<file path="src/rtl/ssd_pkg.sv">
// Shared types for the seven-segment time multiplexer.
// States and anode polarity used by ssd_time_mux.
package ssd_pkg;

  typedef enum logic [2:0] {
    IDLE,
    DIG1,
    BLANK1,
    DIG2,
    BLANK2
  } mux_state_t;

  localparam logic AN_ON  = 1'b0;
  localparam logic AN_OFF = 1'b1;

endpackage

</file>
<file path="src/rtl/ssd_dwell_counter.sv">
// Dwell counter: sync clear, count-up, saturating at a runtime limit.
// term is high while the count equals the limit.
module ssd_dwell_counter #(
  parameter int CW = 2
) (
  input  logic          clk,
  input  logic          reset,
  input  logic          clr,
  input  logic [CW-1:0] limit,
  output logic          term
);

  logic [CW-1:0] cnt;

  assign term = (cnt == limit);

  always_ff @(posedge clk) begin
    if (!reset) begin
      cnt <= '0;
    end else if (clr) begin
      cnt <= '0;
    end else if (!term) begin
      cnt <= cnt + 1'b1;
    end
  end

endmodule

</file>
<file path="src/rtl/ssd_time_mux.sv">
// Two-digit seven-segment time multiplexer with per-frame snapshot.
// Define SSD_MUX_BLANK_EN to insert dead-time blanking between digits.
module ssd_time_mux
  import ssd_pkg::*;
#(
  parameter int DIV_MAX   = 24000,
  parameter int BLANK_CYC = 480
) (
  input  logic       clk,
  input  logic       reset,
  input  logic       en,
  input  logic [3:0] s_1,
  input  logic [3:0] s_2,
  output logic [3:0] sel,
  output logic       an_1,
  output logic       an_2,
  output logic       frame_tick
);

  localparam int MX = (DIV_MAX > BLANK_CYC) ? DIV_MAX : BLANK_CYC;
  localparam int CW = $clog2(MX);

  mux_state_t    state_q;
  mux_state_t    state_d;
  logic [3:0]    d1_q;
  logic [3:0]    d2_q;
  logic [3:0]    d1_d;
  logic [3:0]    d2_d;
  logic [3:0]    sel_d;
  logic          an_1_d;
  logic          an_2_d;
  logic          start;
  logic          term;
  logic [CW-1:0] limit;

  ssd_dwell_counter #(
    .CW(CW)
  ) u_dwell (
    .clk  (clk),
    .reset(reset),
    .clr  (state_d != state_q),
    .limit(limit),
    .term (term)
  );

`ifdef SSD_MUX_BLANK_EN
  assign limit = (state_q == BLANK1 || state_q == BLANK2)
               ? CW'(BLANK_CYC - 1) : CW'(DIV_MAX - 1);
`else
  assign limit = CW'(DIV_MAX - 1);
`endif

  always_comb begin
    state_d = state_q;
    if (!en) begin
      state_d = IDLE;
    end else begin
      unique case (state_q)
        IDLE:    state_d = DIG1;
`ifdef SSD_MUX_BLANK_EN
        DIG1:    if (term) state_d = BLANK1;
        BLANK1:  if (term) state_d = DIG2;
        DIG2:    if (term) state_d = BLANK2;
        BLANK2:  if (term) state_d = DIG1;
`else
        DIG1:    if (term) state_d = DIG2;
        DIG2:    if (term) state_d = DIG1;
`endif
        default: state_d = IDLE;
      endcase
    end
  end

  // Outputs are computed from the next state so they register in step.
  always_comb begin
    start  = (state_d == DIG1) && (state_q != DIG1);
    d1_d   = start ? s_1 : d1_q;
    d2_d   = start ? s_2 : d2_q;
    sel_d  = 4'h0;
    an_1_d = AN_OFF;
    an_2_d = AN_OFF;
    unique case (state_d)
      DIG1: begin
        sel_d  = d1_d;
        an_1_d = AN_ON;
      end
      BLANK1: sel_d = d1_d;
      DIG2: begin
        sel_d  = d2_d;
        an_2_d = AN_ON;
      end
      BLANK2: sel_d = d2_d;
      default: sel_d = 4'h0;
    endcase
  end

  always_ff @(posedge clk) begin
    if (!reset) begin
      state_q    <= IDLE;
      d1_q       <= 4'h0;
      d2_q       <= 4'h0;
      sel        <= 4'h0;
      an_1       <= AN_OFF;
      an_2       <= AN_OFF;
      frame_tick <= 1'b0;
    end else begin
      state_q    <= state_d;
      d1_q       <= d1_d;
      d2_q       <= d2_d;
      sel        <= sel_d;
      an_1       <= an_1_d;
      an_2       <= an_2_d;
      frame_tick <= start;
    end
  end

endmodule
</file>
<file path="config.mk">
export PLATFORM = sky130hd
export DESIGN_NAME = ssd_time_mux
export DESIGN_NICKNAME = d
export VERILOG_FILES = /design/src/rtl/ssd_pkg.sv /design/src/rtl/ssd_dwell_counter.sv /design/src/rtl/ssd_time_mux.sv
export SDC_FILE = /design/constraint.sdc
export NUM_CORES = 1
export LEC_CHECK = 0
export CORE_ASPECT_RATIO = 1.2
export CORE_MARGIN = 2
export CORE_UTILIZATION = 48
export DETAILED_ROUTE_END_ITERATION = 10
export PLACE_DENSITY = 0.7
export SYNTH_ARGS = -nofsm -noshare
export SYNTH_HDL_FRONTEND = slang
export SYNTH_SLANG_ARGS = --single-unit
</file>
<file path="constraint.sdc">
create_clock -name clk -period 2.5 [get_ports clk]
set_clock_uncertainty 0.2 [all_clocks]
set_input_delay 0.5 -clock clk [delete_from_list [all_inputs] [get_ports clk]]
set_output_delay 0.5 -clock clk [all_outputs]
set_load 0.02 [all_outputs]
</file>
Word-level counts from Yosys, hierarchy flattened
Cells that the tools add are included.
{"block": "word_totals", "register_bits": 33, "output_inout_bits": 7, "elab_cells": 33}
{"block": "op_classes", "add_sub_neg": 1, "n_mux": 9, "reduce_logical": 5, "eq_ne": 9, "n_bitwise": 1}
{"operator": "adder 15 x 1 -> 15 bit, second input constant", "n": 1}
{"operator": "equality test 15 bit, second input constant", "n": 1}
{"operator": "equality test 3 x 2 -> 1 bit, second input constant", "n": 3}
{"operator": "2-to-1 mux 3 bit", "n": 3}
{"operator": "one-hot mux 3 bit (3 select lines)", "n": 1}
{"operator": "2-to-1 mux 4 bit", "n": 2}
{"operator": "one-hot mux 4 bit (2 select lines)", "n": 1}
{"operator": "equality test 3 x 1 -> 1 bit, second input constant", "n": 2}
{"operator": "OR reduction 2 bit", "n": 3}
{"operator": "equality test 3 bit, second input constant", "n": 1}
{"operator": "logical NOT 3 bit", "n": 1}
{"operator": "!= test 3 x 1 -> 1 bit, second input constant", "n": 1}
{"operator": "!= test 3 bit", "n": 1}
{"operator": "2-to-1 mux 1 bit", "n": 2}
{"operator": "logical AND 1 bit", "n": 1}
{"operator": "NOT 1 bit", "n": 1}

Logic depth before layout (Yosys ltp)
{"block": "logic_depth", "word_depth": 8, "mapped_depth": 7}

Hierarchy
A second synthesis with hierarchy kept.
{"block": "hier_totals", "hier_cells": 194, "hier_area_um2": 1740.4}
{"module": "ssd_dwell_counter", "seq_area_each_um2": 300.3, "cells_per_inst": 105, "area_each_um2": 912.1, "instances": 1}
{"module": "ssd_time_mux", "seq_area_each_um2": 360.3, "cells_per_inst": 89, "area_each_um2": 828.3, "instances": 1}

Worst setup path before layout
OpenSTA, ideal clock, no wires.
{"block": "synth_path", "path_kind": "register to register", "start": "reg u_dwell.cnt[9]", "end": "reg u_dwell.cnt[0]", "setup_time_ps": 132, "n_path_buf": 2, "slack_ps": 135, "required_time_ps": 2168, "path_stages_with_launch": 7, "t_arrival_ps": 2033, "path_cell_list": "dfxtp_1 or4b_4 or4_4 buf_6 a31oi_4 buf_6 nor3_1"}
{"block": "synth_via", "elab_chain_cells": 6, "elab_cells_between_ends": 7}
{"element": "from (decl)", "line_no": "ssd_dwell_counter.sv:13", "text": "logic [CW-1:0] cnt;"}
{"element": "from (signal assigned)", "line_no": "ssd_dwell_counter.sv:23", "text": "cnt <= cnt + 1'b1;"}
{"element": "equality test 15 bit (*)", "line_no": "ssd_dwell_counter.sv:15", "text": "assign term = (cnt == limit);"}
{"element": "2-to-1 mux 3 bit (on tied branches)", "line_no": "ssd_time_mux.sv:67, ssd_time_mux.sv:66"}
{"element": "one-hot mux 3 bit (3 select lines)", "line_no": "ssd_time_mux.sv:58", "text": "unique case (state_q)"}
{"element": "2-to-1 mux 3 bit", "line_no": "ssd_time_mux.sv:55", "text": "if (!en) begin"}
{"element": "!= test 3 bit", "line_no": "ssd_time_mux.sv:41", "text": ".clr (state_d != state_q),"}
{"element": "OR reduction 2 bit (no line)"}
Every way passes the cells marked *; elsewhere a longest branch is shown, timed or not.
A chain may end at the register's enable or synchronous reset.

Final worst setup path
{"block": "layout_path", "start": "reg u_dwell.cnt[9]", "end": "reg u_dwell.cnt[8]"}
Same word-level chain as after synthesis.

==> metrics.csv <==
stage;metric;value;unit
grt;antenna_found_initial;0;
placed_design;placed_cells;252;
synth;ys_seq_area_share;38.1;%
power;p_switching;261;µW
clock_tree;cts_hold_repair.buffers;0;
worst_setup_path;max_stage_delay;600;ps
detailed_routing;wl_per_cell;15.9;µm
worst_setup_path;critPathCaptureType;flip-flop;
floorplanning;core;3400;µm²
sta;final_hold_viol_count;0;
synth;yosys-top-cells-count;33 x dfxtp_1, 15 x nand2_1, 13 x nand4_1, 13 x nor3_1;
sta;slew_viol_final;0;
sta;worstMarginPinSlew;793;ps
synth;synth.most_common_cell;dfxtp_1;
worst_setup_path;critical_path_class;flip-flop to flip-flop;
clock_tree;insertion_delay;290;ps
worst_setup_path;path_delay_family;simple AND/OR/NAND/NOR gates;
grt;grt_pass1_wl;7050;µm
synth;yosysWarnings;0;
detailed_routing;vias_per_cell;6.15;
sta;slew_headroom;47.0;%
detailed_routing;dr.pass1.iters;7;
finish;layout-drive-gt1-share;14.3;%
synth;synth.top_cell.area_share;38.1;%
power;p_leak;0.000673;µW
status;violations;DRC;
synth;synthFlopType;dfxtp_1;
power;seqPwrFrac;46.6;%
clock_tree;cts_setup_buffers;0;
detailed_routing;vias;1600;
sta;setup_viol_count_final;0;
worst_setup_path;crit_fanout;15;
worst_hold_path;hp-class;flip-flop to flip-flop;
power;swShare;22.1;%
finish;antenna_cells;0;
worst_setup_path;crit_chain;or4b_4 -> or4_4 -> a31oi_4 -> buf_12 -> nor3_1;
worst_setup_path;cp_data_arrival_time;2260;ps
placed_design;numPortBuffers;17;
grt;grt_max_degree;22;
clock_tree;path_clk_slew;70;ps
worst_hold_path;hp-start;u_dwell.cnt[14]$_SDFFE_PP0N_;
clock_tree;cts.sinks;33;
worst_setup_path;reg2reg_to;u_dwell.cnt[8]$_SDFFE_PP0N_;
power;power_density;555;nW/µm²
status;outcome;complete, but fails checks;
worst_setup_path;crit_buf_inv;1;
sta;max_clock_freq;432;MHz
sta;period_share;92.7;%
detailed_routing;ant_nets;0;
floorplanning;start_util;51.0;%
worst_hold_path;whs_endpoint;u_dwell.cnt[14]$_SDFFE_PP0N_;
detailed_routing;drc;2;
finish;nFillCells;302;
floorplanning;dieArea;4110;µm²
grt;grt_usage;22.1;%
finish;finalNetCount;234;
finish;fin_cells;260;
finish;syn2layout_area_growth;22.7;%
sta;rsz0062_at_grt;no;
synth;syn_inst;196;
floorplanning;die_w;58.9;µm
placed_design;place_congestion;0.880;
sta;fin_hold_ws;312;ps
worst_setup_path;start_kind;flip-flop;
power;pwr-share-comb;8.9;%
floorplanning;io_pins;18;
synth;ys_async_sr_fraction;0;%
grt;grt_pass1_vias;1527;
synth;avgSynthCellArea;8.84;µm²
worst_setup_path;r2r_start;u_dwell.cnt[9]$_SDFFE_PP0N_;
clock_tree;post_cts_resize_count;0;
synth;yosys_register_bits;33;
worst_setup_path;slowest_stage;or4b_4;
worst_setup_path;r2r_cells;5;
detailed_routing;dr.first_iter.drc_count;96;
clock_tree;clk_path_buf_depth;2;
placed_design;dp_hpwl;2930;µm
power;internal-power;918;µW
worst_setup_path;crit_required;2440;ps
synth;synth-edff-count;0;
floorplanning;die_y;69.8;µm
synth;syn_area;1730;µm²
clock_tree;h-tree-depth;2;
clock_tree;cts-root-buf;clkbuf_8;
power;clockPowerShare;44.5;%
clock_tree;cts_tree;yes;
worst_setup_path;reg2reg_slack;180;ps
grt;grt_overflow_total;0;
synth;synth_nets;208;
detailed_routing;finalWirelength;4120;µm
clock_tree;cts_made_buffers;5;
worst_hold_path;holdPathStages;2;
floorplanning;row_count;23;
sta;tns;0;ps
synth;yosysTopAreaCell;dfxtp_1;
synth;synthTopCellsByArea;dfxtp_1 38%, nand4_1 4.7%, a221oi_1 4.0%;
power;vdd.ir_drop.worst;0.409;mV
sta;period_needed;2320;ps
synth;ys_types;37;
flow_run;cap_violations;0;
-- cell usage in the layout (no fill, tap or decap) --
cell type | netlist | layout
a211oi_1 | 6 | 6
a21boi_0 | 8 | 8
a221oi_1 | 8 | 8
a31o_2 | 1 | 1
a31oi_1 | 10 | 10
a31oi_4 | 1 | 1
and2_1 | 1 | 1
and3b_1 | 1 | 1
buf_12 | 0 | 1
buf_4 | 0 | 14
bufinv_16 | 0 | 1
clkbuf_1 | 6 | 1
clkbuf_8 | 0 | 6
clkdlybuf4s50_1 | 0 | 17
clkinv_1 | 1 | 1
conb_1 | 1 | 1
dfxtp_1 | 33 | 33
ha_1 | 1 | 1
inv_1 | 4 | 4
mux2_2 | 4 | 4
mux2i_1 | 6 | 6
nand2_1 | 15 | 15
nand2b_1 | 4 | 4
nand3_1 | 11 | 11
nand4_1 | 13 | 13
nor2_1 | 1 | 1
nor2b_1 | 11 | 11
nor3_1 | 13 | 13
nor3b_1 | 3 | 3
nor4_1 | 4 | 4
nor4_4 | 1 | 1
o21ai_0 | 4 | 4
o31ai_1 | 1 | 1
or2_2 | 1 | 1
or3_1 | 4 | 4
or4_1 | 2 | 2
or4_4 | 1 | 1
or4b_4 | 1 | 1
xnor2_1 | 7 | 7
-- power groups by stage --
stage               Combinational [µW]  Sequential (µW)  Clock [µW]
floorplan                         55.5              561           0
global placement                   103              560           0
detailed placement                 105              561           0
CTS                                106              549         539
global route                       115              550         553
finish                             105              549         524
-- flip-flops by register name (all words and copies together), names as in the netlist --
signal,cells
frame_tick,1
sel,4
d1_q,4
an_2,1
d2_q,4
an_1,1
u_dwell.cnt,15
state_q,3
-- per-stage QoR --
step / util, % / total power [µW] / area (µm²) / worst slack (ps)
floorplan: - / 617 / 1730 / 135
global placement: 59.2 / 663 / 2010 / 233
detailed placement: 59.2 / 666 / 2010 / 195
CTS: 62.6 / 1190 / 2130 / 194
global route: 62.6 / 1220 / 2130 / 115
finish: 62.6 / 1180 / 2130 / 183
-- worst max path at each step --
stage	slack [ps]	depth (start not counted)	start	end
final	180	5	u_dwell.cnt[9]$_SDFFE_PP0N_	u_dwell.cnt[8]$_SDFFE_PP0N_
after global routing	120	5	u_dwell.cnt[9]$_SDFFE_PP0N_	u_dwell.cnt[8]$_SDFFE_PP0N_
after CTS	190	5	u_dwell.cnt[9]$_SDFFE_PP0N_	u_dwell.cnt[8]$_SDFFE_PP0N_
after detailed placement	200	5	u_dwell.cnt[9]$_SDFFE_PP0N_	u_dwell.cnt[8]$_SDFFE_PP0N_
after global placement	230	5	u_dwell.cnt[9]$_SDFFE_PP0N_	u_dwell.cnt[4]$_SDFFE_PP0N_
after floorplan	130	6	u_dwell.cnt[9]$_SDFFE_PP0N_	u_dwell.cnt[0]$_SDFFE_PP0N_
-- cells by family after synthesis --
| logic type | count (synthesis) | share of synthesized area (%) |
|---|---|---|
| muxes | 10 | 6.06 |
| xor gates and xnor gates | 7 | 3.54 |
| buffers and inverters | 18 | 4.84 |
| AOI/OAI and AO/OA | 39 | 17.0 |
| and+or+nand+nor | 87 | 29.5 |
| DFF | 33 | 38.1 |
| adders and majority gates | 1 | 0.722 |
| other | 1 | 0.216 |
-- area by class of cell --
cell class / count / area, µm² / share of cell area [%]
clock buffers: 7 / 86.3 / 4.06
clock inverters: 1 / 30.0 / 1.41
multi-input cells: 145 / 988 / 46.5
repair buffers: 32 / 295 / 13.9
well taps: 37 / 46.3 / 2.18
inverters: 5 / 18.8 / 0.883
flip-flops and latches: 33 / 661 / 31.1
-- worst min-delay path, cell delays in order, from the launching register on --
cell	delay, ps
dfxtp_1	330
o21ai_0	80
a211oi_1	60
-- layer usage --
layer  share of wire [%]  GRT usage (%)  up-vias  routed length (µm)
met1                  42           27.4      755                1730
li1                    -              -      790                   -
met3                 3.9           5.22       14                 161
met5                   0              0        -                   0
met4                 3.6           11.6        0                 148
met2                  50           34.7       41                2080
Power figures use the tool's default switching activity.
==> RTL change, RTL diff (same flow settings) <==
Build with the macro `SSD_MUX_BLANK_EN` defined.
--- a/src/rtl/ssd_time_mux.sv
+++ b/src/rtl/ssd_time_mux.sv
@@ -1,4 +1,6 @@
 // Two-digit seven-segment time multiplexer with per-frame snapshot.
 // Define SSD_MUX_BLANK_EN to insert dead-time blanking between digits.
+`define SSD_MUX_BLANK_EN
+
 module ssd_time_mux
   import ssd_pkg::*;
Check against the original RTL: same outputs for any inputs over 10 cycles, from zero or initial values and one cycle with reset low; that may be too few to reach the edited logic, so the function may still have changed.
==> RTL change against the unedited design <==
- count of clock-buffer cells in the layout unchanged
- worst setup slack improved by 49 ps
- wire length grew 9.7%
- combinational power grew 17%
- power rose by 1.8%
- die area increased by 8.8%
- sequential cell count stayed put
- core utilization decreased by 4.4 points
- synthesized area increased by 9.4%
- critical endpoint is now an_1$_SDFF_PN1_
- final area grew 6.2%
- clock power barely moved
==> RTL change: results <==
[outcome]
outcome = "finished, final reports clean"

[worst_setup_path]
endpoint = "an_1$_SDFF_PN1_"
critPathSlowestCell = "dfxtp_1"
critical_path_class = "reg -> reg"
slowest_delay_ps = 550
r2r_start = "state_q[1]$_SDFF_PN0_"
crit_family = "compound AO/OA/AOI/OAI gates"
path_max_fanout = 15

[hold_path]
min-delay-start = "u_dwell.cnt[1]$_SDFFE_PP0N_"
hold_class = "reg -> reg"
hold_end = "u_dwell.cnt[1]$_SDFFE_PP0N_"

[synthesis]
synth_area_leaders = "dfxtp_1, nand2_1, a21oi_1"
synth_ff_type = "dfxtp_1"
yosysWarnings = 0
ys_seq_area_share_pct = 34.9
ys_top_cells_by_count = "nand2_1, dfxtp_1, nor2_1, a21oi_1, nand4_1"
synthCells = 226
syn_nets = 238
yosysUniqueCellTypes = 47

[placed_design]
dp.cells = 294
placed_area_mm2 = 0.00214
place.gp.congestion = 0.788
dp_hpwl_um = 3060
preCtsSetupSlack_ps = 39.9

[pwr]
power.share.clock_pct = 43.6
p_sw_uw = 272
switching_share_pct = 22.7
p_seq_share_pct = 46.2
ir_worst_vdd_mv = 0.407
leakagePower_nw = 0.789

[layout]
largest_reg_flops = 15
drive_gt1_share_pct = 13.3
regMostFlops = "u_dwell.cnt"
final_nets = 259

[global_route]
gr-usage-met3_pct = 4.96
grt_max_degree = 17
grt_use_met2_pct = 36.5
track_usage_pct = 22.6
gr-usage-met1_pct = 28.4
grt_pass1_vias = 1659
grt_pass1_wl_um = 7570

[drt]
drt_first_pass_iters = 4
drt-total-wl_um = 4520
dr.first_iter.drc_count = 121
vias = 1772
via_per_inst = 5.87

[timing]
holdWs_ps = 313
tightest_slew_ps = 596
setup_slack_ps = 231

[cts]
tritoncts = "yes"
-- RTL change: cell type report --
class	instances	area [um^2]
timing repair buffer	31	288
clock inverter	1	30.0
sequential	33	661
clock buffer	7	86.3
inverter	5	18.8
tap	54	67.6
fill	378	1620
multi-input combinational	171	1110
-- RTL change: cells by family after synthesis --
logic type,share of synthesized area [%]
adders and majority gates,0.660
AOI/OAI and AO/OA,23.6
and+or+nand+nor,28.5
DFF,34.9
xor gates and xnor gates,5.54
buffers and inverters,6.80
-- RTL change: per-layer routing --
| layer | share of wire, % | wire [um] |
|---|---|---|
| met5 | 0 | 0 |
| met4 | 2.2 | 99 |
| met3 | 3.7 | 167 |
| met2 | 50 | 2240 |
| met1 | 45 | 2020 |
-- RTL change: worst register-to-register path: stages, from the launching register on --
cell and delay [ps]:
dfxtp_1 550, xor2_1 250, nand4_2 340, a21boi_4 480, o211ai_2 130, or2_1 220
